[src/rtl/mac_ctrl_if.sv]
// mac_ctrl_if: control/status bundle between a job issuer and mac_ctrl.
// master: job issuer side (start/len/stall). slave: the sequencer.
interface mac_ctrl_if #(
  parameter int unsigned LEN_W = 16
);
  logic             start;
  logic [LEN_W-1:0] len;
  logic             stall;
  logic             busy;
  logic             done;
  logic             start_err;
  logic             feed_req;
  logic             en_mult;
  logic             clr_mult;
  logic             en_accum;
  logic             clr_accum;
  logic             accum_start;
  logic [31:0]      perf_cycles;

  modport master (
    output start, len, stall,
    input  busy, done, start_err, feed_req, en_mult, clr_mult,
           en_accum, clr_accum, accum_start, perf_cycles
  );

  modport slave (
    input  start, len, stall,
    output busy, done, start_err, feed_req, en_mult, clr_mult,
           en_accum, clr_accum, accum_start, perf_cycles
  );
endinterface

[src/rtl/mac_ctrl.sv]
// mac_ctrl: job sequencer for one multiply-accumulate processing element.
// Issues exactly K operand pairs, tracks them through a MULT_LAT-deep issue
// pipeline into the accumulator, drains MULT_LAT+ACC_LAT cycles, pulses done.
// Optional job cycle counter on perf_cycles: define MAC_CTRL_PERF_CNT_EN.
module mac_ctrl #(
  parameter int unsigned LEN_W    = 16,
  parameter int unsigned MULT_LAT = 1,
  parameter int unsigned ACC_LAT  = 1
) (
  input  logic        clk,
  input  logic        rst,
  mac_ctrl_if.slave   bus
);

  localparam logic [2:0] S_IDLE  = 3'd0;
  localparam logic [2:0] S_CLEAR = 3'd1;
  localparam logic [2:0] S_FEED  = 3'd2;
  localparam logic [2:0] S_DRAIN = 3'd3;
  localparam logic [2:0] S_DONE  = 3'd4;

  localparam int unsigned      DRAIN_N    = MULT_LAT + ACC_LAT;
  localparam logic [LEN_W-1:0] DRAIN_LAST = LEN_W'(DRAIN_N - 1);
  localparam logic [LEN_W-1:0] ONE        = LEN_W'(1);

  logic [2:0]          state;
  logic [2:0]          state_nx;
  logic [LEN_W-1:0]    len_q;
  logic [LEN_W-1:0]    issue_cnt;
  logic [LEN_W-1:0]    drain_cnt;
  logic [MULT_LAT-1:0] pipe;
  logic                first_q;
  logic                err_q;

  logic accept_c;
  logic busy_c;
  logic run_c;
  logic issue_c;
  logic accum_c;

  // Decode of registered state; stall gates the enables in the same cycle.
  always_comb begin
    accept_c = (state == S_IDLE) && bus.start && (bus.len != '0);
    busy_c   = (state == S_CLEAR) || (state == S_FEED) || (state == S_DRAIN);
    run_c    = ((state == S_FEED) || (state == S_DRAIN)) && !bus.stall;
    issue_c  = (state == S_FEED) && !bus.stall;
    accum_c  = run_c && pipe[MULT_LAT-1];
  end

  // Next-state logic.
  always_comb begin
    state_nx = state;
    case (state)
      S_IDLE:  if (accept_c) state_nx = S_CLEAR;
      S_CLEAR: state_nx = S_FEED;
      S_FEED:  if (issue_c && (issue_cnt == len_q - ONE)) state_nx = S_DRAIN;
      S_DRAIN: if (run_c && (drain_cnt == DRAIN_LAST)) state_nx = S_DONE;
      S_DONE:  state_nx = S_IDLE;
      default: state_nx = S_IDLE;
    endcase
  end

  // State register.
  always_ff @(posedge clk or posedge rst) begin
    if (rst) state <= S_IDLE;
    else     state <= state_nx;
  end

  // Job length, issue/drain counters, issue pipeline and first-term flag.
  always_ff @(posedge clk or posedge rst) begin
    if (rst) begin
      len_q     <= '0;
      issue_cnt <= '0;
      drain_cnt <= '0;
      pipe      <= '0;
      first_q   <= 1'b0;
      err_q     <= 1'b0;
    end else begin
      err_q <= (state == S_IDLE) && bus.start && (bus.len == '0);
      if (accept_c) len_q <= bus.len;
      if (state == S_CLEAR) begin
        issue_cnt <= '0;
        drain_cnt <= '0;
        pipe      <= '0;
        first_q   <= 1'b1;
      end else begin
        if (issue_c) issue_cnt <= issue_cnt + ONE;
        if (run_c && (state == S_DRAIN)) drain_cnt <= drain_cnt + ONE;
        // Stalled cycles freeze the pipeline so issued terms are never lost.
        if (run_c) pipe <= MULT_LAT'({pipe, issue_c});
        if (accum_c) first_q <= 1'b0;
      end
    end
  end

`ifdef MAC_CTRL_PERF_CNT_EN
  logic [31:0] perf_q;

  // Saturating job cycle counter; holds its final value while idle.
  always_ff @(posedge clk or posedge rst) begin
    if (rst)                             perf_q <= '0;
    else if (accept_c)                   perf_q <= '0;
    else if (busy_c && (perf_q != '1))   perf_q <= perf_q + 32'd1;
  end

  assign bus.perf_cycles = perf_q;
`else
  assign bus.perf_cycles = '0;
`endif

  assign bus.busy        = busy_c;
  assign bus.done        = (state == S_DONE);
  assign bus.start_err   = err_q;
  assign bus.feed_req    = issue_c;
  assign bus.en_mult     = issue_c;
  assign bus.clr_mult    = (state == S_CLEAR);
  assign bus.clr_accum   = (state == S_CLEAR);
  assign bus.en_accum    = accum_c;
  assign bus.accum_start = accum_c && first_q;

endmodule

[src/flat_wrapper.sv]
// flat-port wrapper written by rule: the top's interface ports become plain ports
module mac_ctrl_flat 
#(
  parameter int unsigned LEN_W    = 16,
  parameter int unsigned MULT_LAT = 1,
  parameter int unsigned ACC_LAT  = 1
)
  (clk, rst, bus_start, bus_len, bus_stall, bus_busy, bus_done, bus_start_err, bus_feed_req, bus_en_mult, bus_clr_mult, bus_en_accum, bus_clr_accum, bus_accum_start, bus_perf_cycles);
  mac_ctrl_if #(.LEN_W(LEN_W)) bus_i ();
  input  logic clk;
  input  logic rst;
  input wire logic [$bits(bus_i.start)-1:0] bus_start;
  input wire logic [$bits(bus_i.len)-1:0] bus_len;
  input wire logic [$bits(bus_i.stall)-1:0] bus_stall;
  output wire logic [$bits(bus_i.busy)-1:0] bus_busy;
  output wire logic [$bits(bus_i.done)-1:0] bus_done;
  output wire logic [$bits(bus_i.start_err)-1:0] bus_start_err;
  output wire logic [$bits(bus_i.feed_req)-1:0] bus_feed_req;
  output wire logic [$bits(bus_i.en_mult)-1:0] bus_en_mult;
  output wire logic [$bits(bus_i.clr_mult)-1:0] bus_clr_mult;
  output wire logic [$bits(bus_i.en_accum)-1:0] bus_en_accum;
  output wire logic [$bits(bus_i.clr_accum)-1:0] bus_clr_accum;
  output wire logic [$bits(bus_i.accum_start)-1:0] bus_accum_start;
  output wire logic [$bits(bus_i.perf_cycles)-1:0] bus_perf_cycles;
  assign bus_i.start = bus_start;
  assign bus_i.len = bus_len;
  assign bus_i.stall = bus_stall;
  assign bus_busy = bus_i.busy;
  assign bus_done = bus_i.done;
  assign bus_start_err = bus_i.start_err;
  assign bus_feed_req = bus_i.feed_req;
  assign bus_en_mult = bus_i.en_mult;
  assign bus_clr_mult = bus_i.clr_mult;
  assign bus_en_accum = bus_i.en_accum;
  assign bus_clr_accum = bus_i.clr_accum;
  assign bus_accum_start = bus_i.accum_start;
  assign bus_perf_cycles = bus_i.perf_cycles;
  mac_ctrl #(.LEN_W(LEN_W), .MULT_LAT(MULT_LAT), .ACC_LAT(ACC_LAT)) u_core (.clk(clk), .rst(rst), .bus(bus_i));
endmodule
[config.mk]
export PLATFORM = sky130hd
export DESIGN_NAME = mac_ctrl_flat
export DESIGN_NICKNAME = d
export VERILOG_FILES = /design/src/rtl/mac_ctrl_if.sv /design/src/rtl/mac_ctrl.sv /design/src/flat_wrapper.sv
export SDC_FILE = /design/constraint.sdc
export NUM_CORES = 1
export LEC_CHECK = 0
export ABC_AREA = 1
export CORE_MARGIN = 2
export CORE_UTILIZATION = 50
export DETAILED_ROUTE_END_ITERATION = 10
export PLACE_DENSITY = 0.85
export SETUP_SLACK_MARGIN = 0.2
export SYNTH_ARGS = -nofsm -noshare
export SYNTH_HDL_FRONTEND = slang
export SYNTH_SLANG_ARGS = --single-unit
[constraint.sdc]
create_clock -name clk -period 3.5 [get_ports clk]
set_clock_uncertainty 0.15 [all_clocks]
set_input_delay 0.7 -clock clk [delete_from_list [all_inputs] [get_ports clk]]
set_output_delay 0.7 -clock clk [all_outputs]
set_load 0.05 [all_outputs]
# Word-level counts from Yosys, hierarchy flattened
# Index checks and enable logic that the tools add are counted.
# W data, S select, Z words.
[totals]
ff_bits = 54
input_bits = 20
output_inout_bits = 41
[op_classes]
add_sub_neg = 3
eq_ne = 9
mux = 12
reduce_logical = 22
[ops]
columns = ["operator", "count"]
rows = [
  ["$mux W16", 4],
  ["$add A16 B1 Y16 const B", 2],
  ["$eq A16 B1 Y1 const B", 1],
  ["$eq A16 B16 Y1", 1],
  ["$logic_not A16 Y1", 1],
  ["$reduce_bool A16 Y1", 1],
  ["$sub A16 B1 Y16 const B", 1],
  ["$pmux W3 S4", 1],
  ["$logic_and A1 B1 Y1", 10],
  ["$mux W3", 3],
  ["$reduce_bool A2 Y1", 4],
  ["$eq A3 B2 Y1 const B", 2],
  ["$mux W1", 4],
  ["$ne A2 B2 Y1 const B", 2],
  ["$eq A3 B1 Y1 const B", 1],
  ["$eq A3 B3 Y1 const B", 1],
  ["$logic_not A3 Y1", 1],
  ["$logic_or A1 B1 Y1", 3],
  ["$reduce_and A3 Y1", 1],
  ["$ne A2 B1 Y1 const B", 1],
  ["$logic_not A1 Y1", 1],
]

# Logic depth before layout (Yosys ltp)
# Gate-level depths: netlist (run 1).
[depth]
ltp_word = 6
ltp_mapped = 14
depth_no_buf = 14

# Least setup slack after synthesis (run 1)
# OpenSTA, ideal clock, no wires.
[synth_timing]
path_kind = "input port to output port"
from = "input bus_stall"
to = "output bus_accum_start"
arrival_ps = 1988
slack_ps = 662
stages = 3
n_path_buf = 0
path_cell_list = "inv_1 nand3_1 nor3_1"
[synth_via]
elab_chain_cells = 4
[synth_lines]
columns = ["item", "line_no", "source"]
rows = [
  ["start: declaration", "flat_wrapper.sv:14", "input wire logic [$bits(bus_i.stall)-1:0] bus_stall;"],
  ["$logic_not A1 Y1", "mac_ctrl.sv:44", "run_c = ((state == S_FEED) || (state == S_DRAIN)) && !bus.stall;"],
  ["$logic_and A1 B1 Y1", "mac_ctrl.sv:44", ""],
  ["$logic_and A1 B1 Y1", "mac_ctrl.sv:46", "accum_c = run_c && pipe[MULT_LAT-1];"],
  ["$logic_and A1 B1 Y1", "mac_ctrl.sv:118", "assign bus.accum_start = accum_c && first_q;"],
  ["end: declaration", "flat_wrapper.sv:23", "output wire logic [$bits(bus_i.accum_start)-1:0] bus_accum_start;"],
]
# Every way passes these cells.

# Worst setup path in the final report (run 1)
[layout_timing]
from = "register u_core.state[1]"
to = "output bus_busy"
[layout_via]
elab_chain_cells = 3
[layout_lines]
columns = ["item", "line_no", "source"]
rows = [
  ["start: declaration", "mac_ctrl.sv:25", "logic [2:0] state;"],
  ["start signal: assignment", "mac_ctrl.sv:65", "else state <= state_nx;"],
  ["$eq A3 B1 Y1 or $eq A3 B2 Y1 (tied branches)", "mac_ctrl.sv:43", "busy_c = (state == S_CLEAR) || (state == S_FEED) || (state == S_DRAIN);"],
  ["$logic_or A1 B1 Y1", "mac_ctrl.sv:43", ""],
  ["$logic_or A1 B1 Y1 *", "mac_ctrl.sv:43", ""],
  ["end: declaration", "flat_wrapper.sv:15", "output wire logic [$bits(bus_i.busy)-1:0] bus_busy;"],
]
# Every way passes the cells marked *; elsewhere a longest branch is shown, timed or not.

==> summary.md, run 1 <==
| Metric | Value |
|---|---|
| Cts-stage hold buffer count | `0` |
| Placed instance count | `597` |
| Commonest register cell after synthesis | `dfrtp_1` |
| Master cell of the clock root buffer | `clkbuf_8` |
| Cell family with most CP delay | `buffers and inverters` |
| Post-synthesis async set-or-reset flop share | `100%` |
| Summed area of non-filler cells in the final layout | `3960 sq um` |
| Cell area after synthesis | `3610 sq um` |
| Class of the worst hold path | `reg -> reg` |
| Number of max-cap violations | `0` |
| Die area | `7910 sq um` |
| Post-detailed-route via-to-cell ratio | `5.01` |
| Final GP Congestion | `0.913` |
| Post-CTS setup buffer count | `0` |
| Largest net degree at the start of global routing | `30` |
| Result of the run | `finished, final reports clean` |
| Number of slew-limit violations in the final report | `0` |
| Cell Area, Placed | `3860 sq um` |
| Hold slack | `0.364 ns` |
| Input/output buffers | `28` |
| Post-synth EDFFs | `0` |
| Global route total overflow | `0` |
| Final worst-path cycle share | `84.6%` |
| Placed wire-length estimate | `5.69 mm` |
| Final setup violation count | `0` |
| Final antenna-violating net count | `0` |
| Highest ir drop seen on vdd | `0.148 mV` |
| Clock Sinks | `54` |
| Fraction of layout instances using a drive strength above 1 | `11.2%` |
| Cell taking the most area after synthesis | `dfrtp_1` |
| Grt met1 use | `25.4%` |
| # IOs | `61` |
| Number of cells produced by synthesis | `477` |
| Part of the Yosys area used for sequential elements | `37.4%` |
| Setup TNS | `0 ns` |
| Remaining design rule violation count | `0` |
| Most used routing layer | `met2` |
| Top cells by area, synth | `dfrtp_1 (37%), nand2_1 (11%), buf_4 (7.5%), inv_1 (6.0%), nor2_1 (5.1%)` |
| FF+latch count, synth | `54` |
| Bufs and invs on worst path | `2` |
| Critical-path top delay cell | `clkdlybuf4s50_1` |
| Clock Latency Late Sink | `0.31 ns` |
| Leak pwr | `1.99 nW` |
| Vertical die dimension | `89.0 microns` |
| CP Data Arrival Time | `2.11 ns` |
| Aggregate global-route resource usage | `20.0%` |
| Global-route met3 utilization | `3.97%` |
| Shortest clock period the worst path allows after layout | `2.96 ns` |
| Cells resized by post-CTS repair | `0` |
| Worst setup path class | `reg -> out` |
| Required time at the endpoint of the critical path | `2.65 ns` |
| DRC violation total after the first TritonRoute iteration | `135` |
| Detailed Route WL | `7.44 mm` |
| Number of standard-cell rows in the floorplan | `30` |
| RSZ-0062 raised after global routing | `false` |
| Fmax achieved | `338 MHz` |
| Power density relative to cell area | `351 nW/um^2` |
| Met2 routing resource usage after global routing | `34.9%` |
| Count of different cell masters after synthesis | `41` |
| Starting utilization of the core area | `52.2%` |
| Ordered list of cells on the worst path | `inv_1, a21oi_1, clkdlybuf4s50_1` |
| Floorplan Core Area | `6910 sq um` |
| Number of H-tree levels | `2` |
| Top-area cell type share of the netlist area | `37.4%` |
| Final setup margin | `0.540 ns` |
| Max FO, Critical Path | `7` |
| Leading cell type by number of instances after synthesis | `nand2_1` |
| Cts bufs inserted | `5` |
| Number of antenna cells inserted | `0` |
| Detailed-route via count | `3,031` |
| Final hold violation count | `0` |
| CTS tree | `built` |
| Post-Place Setup Slack | `0.626 ns` |
| Post-layout net count | `532` |
| Highest cell delay on the worst timing path | `0.84 ns` |
| Pin slew with the least headroom to its limit | `0.597 ns` |
| Width of the die | `89.0 microns` |
| Clock tree buffer depth | `2` |
| Via count of the first global-routing pass | `2,851` |
| Number of warnings issued by yosys | `0` |
| First-pass iteration count of the detailed router | `4` |
| Critical Path Start Type | `register` |
| Finished Layout Cells | `605` |
| Fillcell total | `629` |
| Leading cell types by count after synthesis | `nand2_1 (104), inv_1 (58), dfrtp_1 (54)` |
| Max-slew headroom at the worst pin | `60.1%` |
| First-pass GRT wire length | `12.5 mm` |
| Post-CTS clock slew at the launch and capture registers of the worst setup and hold paths | `0.11 ns` |
| Post-Synthesis Mean Instance Area | `7.56 sq um` |
| Initial antenna violation count | `0` |
| Per-cell routed wire length | `12.3 microns` |
| Layout area overhead | `9.64%` |
| Kind of end point of the critical path | `output pin` |
[per-stage QoR]
stage	utilization [%]	power, mW
final	57.3	1.39
after global routing	57.3	1.47
after CTS	57.3	1.40
after detailed placement	55.9	1.03
after global placement	55.9	1.02
after floorplan	-	0.989
[final timing paths]
kind	startpoint	endpoint	slack [ns]	cells after the start
max	u_core.state[1]	bus_busy	0.54	3
min	u_core.drain_cnt[5]	u_core.drain_cnt[5]	0.36	1
max reg2reg	u_core.len_q[0]	u_core.state[1]	1.29	13
min reg2reg	u_core.drain_cnt[5]	u_core.drain_cnt[5]	0.36	1
max in group asynchronous	rst	u_core.len_q[12]	1.96	3
min in group asynchronous	rst	u_core.issue_cnt[0]	0.61	2
[layout by cell type (no fill, tap or decap), types with 9 or more instances in the layout]
cell type,n
nand2_1,104
inv_1,57
dfrtp_1,54
nor2_1,49
conb_1,32
a21oi_1,28
nand3_1,28
clkdlybuf4s50_1,24
o21ai_0,23
nor3_1,9
[layout make-up]
class	instances	area, sq um	share of cell area (%)
repair buffers	32	300	7.59
inverters	64	240	6.07
multi-input cells	351	1850	46.8
well taps	96	120	3.04
flip-flops and latches	54	1350	34.2
clock buffers	5	68.8	1.74
clock inverters	3	25.0	0.633
[report_power, final]
part,internal (mW),total (mW),switching [mW]
logic,0.0939,0.321,0.227
registers,0.657,0.701,0.0439
clock network,0.145,0.367,0.222
total,0.896,1.39,0.493
[worst register-to-register path: stages (launching register included)]
cell and delay (ns):
dfrtp_1 0.40, inv_1 0.15, ha_1 0.22, nand2_1 0.13, nor2_1 0.17, nand2_1 0.07, nand2_1 0.08, nand2_1 0.06
nor2_1 0.11, nand4_1 0.15, o21ai_2 0.21, nand2_1 0.09, nand2_1 0.07, nand2_1 0.06
[cells by family after synthesis]
kind of cell	share of synthesized area, %
AND/OR/NAND/NOR	32.1
buffers and inverters	14.5
AO/OA/AOI/OAI	9.54
flip-flops	37.4
XOR/XNOR	2.43
multiplexers	2.50
adder cells (fa/ha/maj)	1.39
other	0.104
[routing by layer]
layer / vias to the layer above / wire length [microns]
met5: - / 0
met4: 0 / 115
met3: 11 / 328
met2: 65 / 3620
met1: 1420 / 3380
li1: 1535 / -
[registers in the layout, summed over array words and instances (netlist names)]
name,cells
u_core.bus.start_err,1
u_core.drain_cnt,16
u_core.first_q,1
u_core.issue_cnt,16
u_core.len_q,16
u_core.pipe,1
u_core.state,3
Note: power is estimated with default switching activity, not from simulation.
==> run 2, diff against run 1 <==
==> constraint.sdc (replaced) <==
create_clock -name clk -period 3 [get_ports clk]
set_clock_uncertainty 0.15 [all_clocks]
set_input_delay 0.6 -clock clk [delete_from_list [all_inputs] [get_ports clk]]
set_output_delay 0.6 -clock clk [all_outputs]
set_load 0.05 [all_outputs]
==> run 2 against run 1 <==
Die area did not move. Clock-buffer cell count up 1. Non-clock buffer count is the same. Cell count decreased by 0.17%. Critical endpoint is now bus_done. Highest routed layer unchanged.
==> summary.md, run 2 (synthesis gave the netlist of run 1 again) <==
| Metric | Value |
|---|---|
| Largest regs | `u_core.drain_cnt: 16 flops, u_core.issue_cnt: 16 flops, u_core.len_q: 16 flops` |
| Max-slew headroom at the worst pin | `46.2%` |
| Required time at the endpoint of the critical path | `2.25 ns` |
| Critical Path Start Type | `register` |
| Clock Latency Late Sink | `0.31 ns` |
| Number of slew-limit violations in the final report | `0` |
| Worst setup path class | `reg -> out` |
| Post-layout net count | `532` |
| Number of antenna cells inserted | `0` |
| Cells resized by post-CTS repair | `1` |
| Critical-path top delay cell | `clkdlybuf4s50_1` |
| Class of the worst hold path | `reg -> reg` |
| Number of standard-cell rows in the floorplan | `30` |
| Starting utilization of the core area | `52.2%` |
| Floorplan Core Area | `6910 sq um` |
| Combinational share of power | `22.7%` |
| Final antenna-violating net count | `0` |
| Final worst-path cycle share | `90.8%` |
| Final setup violation count | `0` |
| Final Core Density | `58.2%` |
| Final GP Congestion | `0.880` |
| Ordered list of cells on the worst path | `nor3_1, clkdlybuf4s50_1` |
| Number of H-tree levels | `2` |
| Die area | `7910 sq um` |
| PnR Total Power | `1.71 mW` |
| Placed wire-length estimate | `5.73 mm` |
| Cell family with most CP delay | `buffers and inverters` |
| Remaining design rule violation count | `0` |
| Kind of end point of the critical path | `output pin` |
| Post-detailed-route via-to-cell ratio | `5.02` |
| Most common cell after layout, fill and taps aside | `nand2_1` |
| Part of the total power dissipated in sequential elements | `48.0%` |
| Shortest clock period the worst path allows after layout | `2.72 ns` |
| Finished Layout Cells | `604` |
| CP Data Arrival Time | `1.97 ns` |
| Input/output buffers | `28` |
| Cell Area, Placed | `3910 sq um` |
| Number of max-cap violations | `0` |
| Vertical die dimension | `89.0 microns` |
| Width of the die | `89.0 microns` |
| Highest ir drop seen on vdd | `0.243 mV` |
| Switching Share | `32.6%` |
| Max FO, Critical Path | `7` |
| Post-CTS setup buffer count | `0` |
| Detailed Route WL | `7.50 mm` |
| First-pass iteration count of the detailed router | `4` |
| Final hold violation count | `0` |
| CTS tree | `built` |
| Summed area of non-filler cells in the final layout | `4020 sq um` |
| Global route total overflow | `0` |
| RSZ-0062 raised after global routing | `false` |
| Per-cell routed wire length | `12.4 microns` |
| Bufs and invs on worst path | `1` |
| Clock tree buffer depth | `2` |
| Aggregate global-route resource usage | `20.6%` |
| Layout area overhead | `11.4%` |
| Result of the run | `finished, final reports clean` |
| Fmax achieved | `367 MHz` |
| Post-CTS clock slew at the launch and capture registers of the worst setup and hold paths | `0.09 ns` |
| Clock Sinks | `54` |
| Int Pwr | `1.15 mW` |
| Highest cell delay on the worst timing path | `0.86 ns` |
| # IOs | `61` |
| Pin slew with the least headroom to its limit | `0.805 ns` |
| Fraction of layout instances using a drive strength above 1 | `11.4%` |
| Sw power | `0.556 mW` |
| Via count of the first global-routing pass | `2,942` |
| Detailed-route via count | `3,034` |
| Cts bufs inserted | `5` |
| Leak pwr | `2.02 nW` |
| Master cell of the clock root buffer | `clkbuf_8` |
| Largest net degree at the start of global routing | `39` |
| Initial antenna violation count | `0` |
| Cts-stage hold buffer count | `0` |
| Power density relative to cell area | `424 nW/um^2` |
| DRC violation total after the first TritonRoute iteration | `190` |
| Most frequent cells in the layout | `nand2_1 (104), inv_1 (57), dfrtp_1 (54)` |
| Clock Power Share | `29.3%` |
| Placed instance count | `597` |
| First-pass GRT wire length | `12.9 mm` |
| Setup TNS | `0 ns` |
-- run 2: per-layer routing --
layer	vias to the layer above	wire length [microns]	track usage, %
li1	1532	-	-
met1	1420	3250	25.8
met2	76	3810	36.8
met3	6	372	3.42
met4	0	64	5.56
met5	-	0	0
-- run 2: cell type report --
| type | count | area [sq um] |
|---|---|---|
| clock inverters | 1 | 30.0 |
| well taps | 96 | 120 |
| inverters | 64 | 240 |
| flip-flops and latches | 54 | 1350 |
| clock buffers | 6 | 82.6 |
| repair buffers | 32 | 344 |
| multi-input cells | 351 | 1850 |
| fillers | 640 | 2890 |
-- run 2: path summary, 6_finish.rpt --
kind / start / endpoint / slack [ns] / depth (start not counted)
max in group asynchronous: rst / u_core.issue_cnt[13] / 1.39 / 3
hold / removal: u_core.drain_cnt[4] / u_core.drain_cnt[5] / 0.34 / 1
min in group asynchronous: rst / u_core.issue_cnt[1] / 0.61 / 2
setup / recovery: u_core.state[1] / bus_done / 0.28 / 2
hold reg to reg: u_core.drain_cnt[4] / u_core.drain_cnt[5] / 0.34 / 1
setup reg to reg: u_core.len_q[0] / u_core.state[1] / 0.78 / 13
-- run 2: power groups by stage --
stage / clock network [mW] / registers [mW] / logic (mW)
6_report: 0.500 / 0.818 / 0.387
5_1_grt: 0.542 / 0.823 / 0.431
4_1_cts: 0.516 / 0.816 / 0.388
3_5_place_dp: 0 / 0.830 / 0.386
3_3_place_gp: 0 / 0.828 / 0.370
2_1_floorplan: 0 / 0.818 / 0.336
-- run 2: metrics by stage --
stage | hold WS (ns) | setup slack [ns]
detailed placement | 0.345 | 0.231
CTS | 0.345 | 0.280
floorplan | 0.304 | 0.362
global route | 0.359 | 0.209
finish | 0.344 | 0.277
global placement | 0.326 | 0.370
==> run 3, diff against run 2 <==
--- a/config.mk
+++ b/config.mk
@@ -9,6 +9,7 @@
 export CORE_MARGIN = 2
 export CORE_UTILIZATION = 50
 export DETAILED_ROUTE_END_ITERATION = 10
+export GPL_ROUTABILITY_DRIVEN = 0
 export PLACE_DENSITY = 0.85
 export SETUP_SLACK_MARGIN = 0.2
 export SYNTH_ARGS = -nofsm -noshare
==> results of run 3 <==
No change in the layout: final DEF, timing and power equal those of run 2.
